===== config.mk =====
export PLATFORM = sky130hd
export DESIGN_NAME = multicycle_ctrl
export DESIGN_NICKNAME = d
export VERILOG_FILES = /design/src/rtl/multicycle_ctrl.sv
export SDC_FILE = /design/constraint.sdc
export NUM_CORES = 1
export LEC_CHECK = 0
export ABC_AREA = 1
export BUFFER_PORTS_ARGS = -buffer_cell sky130_fd_sc_hd__buf_2
export CELL_PAD_IN_SITES_DETAIL_PLACEMENT = 0
export CELL_PAD_IN_SITES_GLOBAL_PLACEMENT = 1
export CORE_ASPECT_RATIO = 1.1
export CORE_UTILIZATION = 27
export CTS_BUF_LIST = sky130_fd_sc_hd__clkbuf_8
export DETAILED_ROUTE_END_ITERATION = 6
export GPL_TIMING_DRIVEN = 0
export PLACE_DENSITY = 0.81
export SLEW_MARGIN = 20
export SYNTH_ARGS = -nofsm -noshare
export SYNTH_HDL_FRONTEND = slang
export SYNTH_SLANG_ARGS = --single-unit

===== constraint.sdc =====
create_clock -name clk -period 2.4 [get_ports clk]
set_clock_uncertainty 0.05 [all_clocks]
set_input_delay 0.24 -clock clk [delete_from_list [all_inputs] [get_ports clk]]
set_output_delay 0.24 -clock clk [all_outputs]
set_load 0.02 [all_outputs]

===== src/rtl/multicycle_ctrl.sv =====
// Multi-cycle RV32I-subset control FSM: fetch/decode/exec/mem/wb sequencing with memory wait timeout.
// Optional macro ILLEGAL_TRAP_EN: illegal opcodes park the FSM in TRAP (sticky) instead of acting as NOP.
module multicycle_ctrl #(
  parameter int MEM_TIMEOUT = 16,
  parameter int CNT_W       = 5
) (
  input  logic        clk,
  input  logic        rst,
  input  logic [31:0] instr,
  input  logic        mem_ready,
  input  logic        zero,
  output logic        pc_we,
  output logic        ir_we,
  output logic        rf_we,
  output logic        mem_req,
  output logic        mem_we,
  output logic        addr_sel,
  output logic        a_sel,
  output logic [1:0]  b_sel,
  output logic [2:0]  alu_op,
  output logic        mtr_sel,
  output logic        branch_sel,
  output logic [2:0]  state,
  output logic        timeout,
  output logic        trap
);

  typedef enum logic [2:0] {
    FETCH = 3'd0, DECODE = 3'd1, EXEC = 3'd2, MEM = 3'd3, WB = 3'd4, TRAP = 3'd7
  } state_t;

  localparam logic [2:0] OP_ADD = 3'd0, OP_SUB = 3'd1, OP_AND = 3'd2, OP_OR  = 3'd3,
                         OP_XOR = 3'd4, OP_SLT = 3'd5, OP_SLL = 3'd6, OP_SRL = 3'd7;
  localparam logic [CNT_W-1:0] TO_LAST = CNT_W'(MEM_TIMEOUT - 1);

  state_t           st_q, st_d;
  logic [CNT_W-1:0] cnt_q;
  logic [2:0]       f3;
  logic             is_r, is_i, is_ld, is_st, is_br, legal, br_taken;
  logic             unused_instr;

  assign f3       = instr[14:12];
  assign is_r     = instr[6:0] == 7'b0110011;
  assign is_i     = instr[6:0] == 7'b0010011;
  assign is_ld    = instr[6:0] == 7'b0000011;
  assign is_st    = instr[6:0] == 7'b0100011;
  assign is_br    = instr[6:0] == 7'b1100011;
  assign legal    = is_r | is_i | is_ld | is_st | is_br;
  assign br_taken = (f3 == 3'b000 && zero) || (f3 == 3'b001 && !zero);
  assign unused_instr = ^{instr[31], instr[29:15], instr[11:7]};
  assign state    = st_q;

  function automatic logic [2:0] f3_op(input logic [2:0] fn, input logic sub);
    case (fn)
      3'b000:  f3_op = sub ? OP_SUB : OP_ADD;
      3'b111:  f3_op = OP_AND;
      3'b110:  f3_op = OP_OR;
      3'b100:  f3_op = OP_XOR;
      3'b010:  f3_op = OP_SLT;
      3'b001:  f3_op = OP_SLL;
      3'b101:  f3_op = OP_SRL;
      default: f3_op = OP_ADD;
    endcase
  endfunction

  always_comb begin
    st_d       = st_q;
    pc_we      = 1'b0;
    ir_we      = 1'b0;
    rf_we      = 1'b0;
    mem_req    = 1'b0;
    mem_we     = 1'b0;
    addr_sel   = 1'b0;
    a_sel      = 1'b0;
    b_sel      = 2'd0;
    alu_op     = OP_ADD;
    mtr_sel    = 1'b0;
    branch_sel = 1'b0;
    timeout    = 1'b0;
    // Everything reads zero while reset is held, including the FETCH selects.
    if (!rst) begin
      case (st_q)
        FETCH: begin
          mem_req = 1'b1;
          b_sel   = 2'd1;
          if (mem_ready) begin
            ir_we = 1'b1;
            pc_we = 1'b1;
            st_d  = DECODE;
          end
        end
        DECODE: begin
          b_sel = 2'd3;
          if (legal) st_d = EXEC;
`ifdef ILLEGAL_TRAP_EN
          else       st_d = TRAP;
`else
          else       st_d = FETCH;
`endif
        end
        EXEC: begin
          a_sel = 1'b1;
          st_d  = FETCH;
          if (is_r) begin
            alu_op = f3_op(f3, instr[30]);
            st_d   = WB;
          end else if (is_i) begin
            b_sel  = 2'd2;
            alu_op = f3_op(f3, 1'b0);
            st_d   = WB;
          end else if (is_ld || is_st) begin
            b_sel = 2'd2;
            st_d  = MEM;
          end else if (is_br) begin
            alu_op = OP_SUB;
            if (br_taken) begin
              pc_we      = 1'b1;
              branch_sel = 1'b1;
            end
          end
        end
        MEM: begin
          mem_req  = 1'b1;
          addr_sel = 1'b1;
          mem_we   = is_st;
          if (mem_ready) st_d = is_st ? FETCH : WB;
        end
        WB: begin
          rf_we   = 1'b1;
          mtr_sel = is_ld;
          st_d    = FETCH;
        end
`ifdef ILLEGAL_TRAP_EN
        TRAP:    st_d = TRAP;
`endif
        default: st_d = FETCH;
      endcase
      // Abort only fires while still waiting; a same-cycle mem_ready completes normally.
      if (MEM_TIMEOUT != 0 && mem_req && !mem_ready && cnt_q == TO_LAST) begin
        timeout = 1'b1;
        st_d    = FETCH;
      end
    end
  end

  always_ff @(posedge clk or posedge rst) begin
    if (rst) begin
      st_q  <= FETCH;
      cnt_q <= '0;
    end else begin
      st_q <= st_d;
      if (st_d != st_q || timeout) cnt_q <= '0;
      else if (mem_req && !mem_ready) cnt_q <= cnt_q + 1'b1;
    end
  end

`ifdef ILLEGAL_TRAP_EN
  assign trap = (st_q == TRAP);
`else
  assign trap = 1'b0;
`endif

endmodule


==> out/qor.csv, run 1 <==
stage;metric;value;unit
placement;Port Buffers;32;
critical_path;CP startpoint kind;register;
global_routing;vias in the first global route;842;
route;# DRC;0;
floorplan;Initial Util;29.39;%
sta;final worst path period need;2.124;ns
clock_tree;CTS clk-pin slew, worst paths;0.04;ns
route;Total Routed Length;2.205;mm
run;total of max-cap violations;0;
placement;post-place instance area;1040;µm²
critical_path;reg2reg setup slack;0.37;ns
clock_tree;Worst-Skew Late Latency;0.22;ns
power;Pwr Density;402.1;nW/µm²
critical_path;RR Endpoint;cnt_q[2]$_DFFE_PP0P_;
floorplan;Core Rows;20;
sta;Fin Hold WS;0.4158;ns
critical_path;launching point of the worst reg2reg path;cnt_q[0]$_DFFE_PP0P_;
sta;fmax;0.4707;GHz
final_layout;final core utilization;38.25;%
route;Post-DRT Antenna Nets;0;
power;Tot Pwr;438.7;µW
floorplan;Core ar.;2853;µm²
yosys;main flop type after synthesis;dfrtp_1;
yosys;Post-Syn Area;838.3;µm²
critical_path;crit path DAT;1.83;ns
yosys;syn_area_per_cell;6.119;µm²
worst_hold_path;Hold Path Depth;6;
sta;final slew viol count;0;
yosys;count leader, synth;nand2_1;
floorplan;die height;60.44;µm
sta;period utilisation layout;88.51;%
power;LEAKAGE;0.0006082;µW
route;first drt pass iteration count;4;
yosys;Synth top cells by count;27 x nand2_1, 25 x inv_1, 19 x nor2_1;
route;via-per-instance ratio;4.733;
placement;hpwl dp;1.831;mm
yosys;area share of the largest cell type after synthesis;23.88;%
yosys;Net Count, Synth;175;
final_layout;share of layout cells above drive strength 1;27.17;%
route;Vias;975;
final_layout;Nets;213;
clock_tree;Clk Tree Root Cell;clkbuf_8;
worst_hold_path;min-delay src;mem_ready;
clock_tree;CTS H-tree lvls;1;
global_routing;GR Util All Layers;13.67;%
route;drt wl/cell;10.70;µm
critical_path;r2r worst-path depth;10;
final_layout;Filler cells;331;
worst_hold_path;WHS Endpoint;cnt_q[1]$_DFFE_PP0P_;
global_routing;initial antenna violation count;0;
power;maximum vdd ir drop;271.8;µV
sta;RSZ-0062 raised after global routing;no;
critical_path;CP Max Fanout;3;
critical_path;Worst EP required;2.11;ns
global_routing;first-pass GRT wire length;3.270;mm
yosys;Mapped Cells;137;
sta;hold violation count in the final report;0;
yosys;sequential fraction of the synthesis area;23.88;%
yosys;asr flop ratio synth;100.0;%
placement;routability cong.;0.8480;
floorplan;io pins;55;
yosys;synth unique cells;28;
route;1st-iter DRT viols;15;
clock_tree;clock buffer depth;2;
critical_path;critical path class;register to primary output;
final_layout;# diodes;0;
global_routing;largest net degree at the start of global routing;17;
clock_tree;Num Clock Sinks;8;
worst_hold_path;Hold WC Path Type;input pin to register;
final_layout;Area Growth Syn to Fin;30.15;%
yosys;Post-synth EDFFs;0;
status;status;complete, no violations;
floorplan;Die W;55.13;µm
sta;Sum Neg Setup Slack;0;ns
yosys;top post-synthesis cells by area;dfrtp_1 24%, nand2_1 12%, inv_1 11%;
floorplan;Die ar.;3332;µm²
global_routing;total congestion overflow;0;
sta;# setup viols final;0;
clock_tree;CTS tree;yes;
yosys;Syn. warnings;0;
yosys;Synth area leader;dfrtp_1;
clock_tree;total CTS buffers;3;
yosys;Seq cells post-synth;8;
clock_tree;post-cts resize count;0;
critical_path;CP Capture Type;primary output;
final_layout;final instance area;1091;µm²
## state kept, by name (all words and copies together), names as in the netlist
signal and count:
state 3, cnt_q 5
## final cells by class
type	count	area, µm²	area share [%]
Sequential cell	8	200.2	18.35
Timing Repair Buffer	33	170.2	15.60
Multi-Input combinational cell	100	525.5	48.16
Clock buffer	3	41.29	3.784
Tap cell	33	41.29	3.784
Inverter	27	101.3	9.289
Buffer	2	11.26	1.032
## power breakdown
group	switching [µW]	leakage [µW]	internal (µW)	total [µW]
Sequential	10.3	0.000109	146	156
Combinational	81.3	0.000478	43.7	125
Clock	49.6	0.0000216	108	158
Total	141	0.000608	298	439
## cells in the final DEF, fill, tap and decap left out, drive strengths merged
cell	instances
ha	2
clkbuf	4
inv	26
a31oi	2
nor2	20
xor2	3
nor3	8
and3	1
dfrtp	8
clkinv	1
buf	33
a311oi	1
o21ai	7
dlygate4sd3	1
a21oi	6
nand3	16
nand2	29
nand4	2
conb	1
a2111oi	1
nor4	1
## layer usage
metal  global-route usage (%)  up-vias  routed length, µm
met5                        0        -                  0
met4                    4.286        0                 14
met3                    2.757        2                120
met2                    25.82       24               1096
li1                         -      512                  -
met1                    14.78      437                974
## cells by family after synthesis
family,after synthesis,share of synthesized area (%)
AND/OR/NAND/NOR,77,42.54
buffers and inverters,29,13.43
AO/OA/AOI/OAI,17,13.58
flip-flops,8,23.88
XOR/XNOR,3,3.135
adder cells (fa/ha/maj),2,2.985
other,1,0.4473
## how the worst max path moves through the flow
stage | from | endpoint | depth (start not counted)
detailed placement | cnt_q[0]$_DFFE_PP0P_ | cnt_q[2]$_DFFE_PP0P_ | 10
finish | cnt_q[0]$_DFFE_PP0P_ | timeout | 9
floorplan | state[2]$_DFF_PP0_ | alu_op[1] | 3
CTS | cnt_q[0]$_DFFE_PP0P_ | timeout | 9
global placement | cnt_q[0]$_DFFE_PP0P_ | cnt_q[3]$_DFFE_PP0P_ | 10
global route | cnt_q[0]$_DFFE_PP0P_ | timeout | 9
## metrics by stage
step,instances,worst slack [ns]
4_1_cts,206,0.2136
5_1_grt,206,0.1334
2_1_floorplan,137,0.2009
6_report,206,0.2757
3_5_place_dp,202,0.3389
3_3_place_gp,202,0.4456
## critical path: stages, from the launching register on
cell and delay [ns]:
dfrtp_1 0.37, ha_1 0.16, inv_1 0.04, nor3_1 0.21
ha_1 0.20, inv_1 0.04, nor2_1 0.23, nand3_1 0.14
inv_1 0.07, buf_2 0.15
## repair_timing
action                                 in CTS  in global routing
setup buffers                               0                  0
hold buffers                                1                  0
endpoints found under the hold margin       8                  0
No activity file was read; power rests on OpenSTA's default activity.
==> run 2, diff against run 1 <==
- SLEW_MARGIN: 20 -> not set
- clock period: 2.4 -> 2.2 ns (I/O delays scaled with it)
==> out/qor.csv, run 2 (same netlist as run 1, synthesis figures left out) <==
stage;metric;value;unit
status;status;complete, no violations;
power;maximum vdd ir drop;296.6;µV
critical_path;CP startpoint kind;input pin;
clock_tree;Num Clock Sinks;8;
critical_path;reg2reg setup slack;0.26;ns
sta;Sum Neg Setup Slack;0;ns
sta;fmax;0.4780;GHz
critical_path;CP Capture Type;primary output;
power;Sw Ratio;32.21;%
route;Vias;975;
final_layout;Largest Register;cnt_q;
final_layout;Largest register FFs;5;
placement;routability cong.;0.8480;
power;LEAKAGE;0.0006065;µW
placement;hpwl dp;1.831;mm
global_routing;total congestion overflow;0;
power;Comb power frac;28.6;%
route;drt wl/cell;10.61;µm
floorplan;Core Rows;20;
floorplan;Initial Util;29.39;%
floorplan;Die W;55.13;µm
route;via-per-instance ratio;4.733;
sta;# setup viols final;0;
route;# DRC;0;
power;Int Power;324.9;µW
worst_hold_path;Hold WC Path Type;input pin to register;
critical_path;Buffers & Inverters on Critical Path;4;
sta;hold violation count in the final report;0;
critical_path;CP top delay family;buffers and inverters;
clock_tree;CTS H-tree lvls;1;
clock_tree;Worst-Skew Late Latency;0.22;ns
power;Seq pwr share;35.5;%
global_routing;initial antenna violation count;0;
placement;Setup Slack @ Placement;0.1389;ns
sta;final slew viol count;0;
final_layout;Nets;213;
clock_tree;CTS clk-pin slew, worst paths;0.04;ns
critical_path;slowest library cell on the worst path;dlygate4sd3_1;
route;first drt pass iteration count;4;
final_layout;share of layout cells above drive strength 1;28.32;%
final_layout;most frequent cells in the layout;32 x buf_2, 27 x nand2_1, 25 x inv_1, 18 x nor2_1, 13 x nand3_1;
clock_tree;Clk Tree Root Cell;clkbuf_8;
critical_path;crit path cell chain;dlygate4sd3_1, buf_2, clkbuf_1, a2111oi_1, buf_2;
floorplan;Die ar.;3332;µm²
power;clock power share;36.0;%
floorplan;Core ar.;2853;µm²
critical_path;CP Max Fanout;10;
placement;Port Buffers;32;
global_routing;largest net degree at the start of global routing;17;
final_layout;# diodes;0;
sta;final worst path period need;2.092;ns
sta;PnR worst setup slack;0.1078;ns
floorplan;io pins;55;
global_routing;vias in the first global route;842;
global_routing;first-pass GRT wire length;3.270;mm
route;Total Routed Length;2.185;mm
route;Post-DRT Antenna Nets;0;
route;1st-iter DRT viols;14;
power;Pwr Density;436.3;nW/µm²
power;switching power;154.4;µW
final_layout;leading cell type in the layout, fill and taps excluded;buf_2;
critical_path;Top cell by count, worst path;buf_2;
critical_path;CP peak stage delay;0.53;ns
critical_path;critical path class;input pin to primary output;
clock_tree;total CTS buffers;3;
global_routing;GR Util All Layers;13.67;%
sta;RSZ-0062 raised after global routing;no;
final_layout;Area Growth Syn to Fin;31.04;%
sta;period utilisation layout;95.10;%
clock_tree;CTS tree;yes;
critical_path;crit path DAT;1.82;ns
critical_path;Worst EP required;1.93;ns
final_layout;final core utilization;38.51;%
run;total of max-cap violations;0;
clock_tree;clock buffer depth;2;
floorplan;die height;60.44;µm
==> run 2: cell types whose count changed in the layout (fill, tap and decap cells not counted) <==
cell and delta:
a2111oi_0 -1, a2111oi_1 +1, clkinv_1 -1, nor2_2 +1, nor2_1 -1, clkinvlp_4 +1
==> run 2: worst register-to-register path: stages (launching register included) <==
cell and delay [ns]:
dfrtp_1 0.37, ha_1 0.16, inv_1 0.04, nor3_1 0.21, ha_1 0.20, inv_1 0.04, nor2_2 0.16, a21oi_4 0.10
a21oi_2 0.15, nand3_2 0.14, nor3_1 0.22
==> run 2: through the flow <==
stage                     total power [µW]  hold WS (ns)  area, µm²  cells
after floorplan                      261.1     -0.008590      838.3    137
after global placement               305.1        0.1513       1040    202
after detailed placement             307.4        0.1570       1040    202
after CTS                            486.9        0.3852       1091    206
after global routing                 513.0        0.4302       1099    206
final                                479.3        0.4031       1099    206
==> run 2: final timing paths <==
check / start / to / cells after the start
worst min-delay path: mem_ready / cnt_q[1]$_DFFE_PP0P_ / 6
max in group asynchronous: rst / cnt_q[2]$_DFFE_PP0P_ / 3
worst max-delay path: rst / alu_op[1] / 5
worst max register to register: cnt_q[0]$_DFFE_PP0P_ / cnt_q[2]$_DFFE_PP0P_ / 10
worst min register to register: cnt_q[3]$_DFFE_PP0P_ / cnt_q[3]$_DFFE_PP0P_ / 3
min in group asynchronous: rst / state[2]$_DFF_PP0_ / 3
==> run 2: cell type report <==
type	count	area [µm²]
Buffer	2	11.26
Clock buffer	3	41.29
Fill cell	328	1754
Inverter	27	105.1
Multi-Input combinational cell	100	529.3
Sequential cell	8	200.2
Tap cell	33	41.29
Timing Repair Buffer	33	170.2
==> run 2: power by group through the flow <==
stage | combinational (µW) | sequential, µW | clock (µW)
floorplan | 87.2 | 174 | 0
global placement | 133 | 172 | 0
detailed placement | 135 | 172 | 0
CTS | 137 | 170 | 179
global route | 152 | 171 | 190
finish | 137 | 170 | 172
==> run 2: metal layers <==
metal	GRT usage [%]	up-vias	wire length [µm]
li1	-	512	-
met1	14.78	437	966
met2	25.82	24	1087
met3	2.757	2	117
met4	4.286	0	14
met5	0	-	0
==> run 2: timing repair <==
| action | 4_1_cts | 5_1_grt |
|---|---|---|
| setup buffers | 0 | 0 |
| resized for setup | 0 | 3 |
| hold buffers | 1 | 0 |
| hold endpoints to repair | 8 | 0 |
| endpoints found under the setup margin | 0 | 3 |
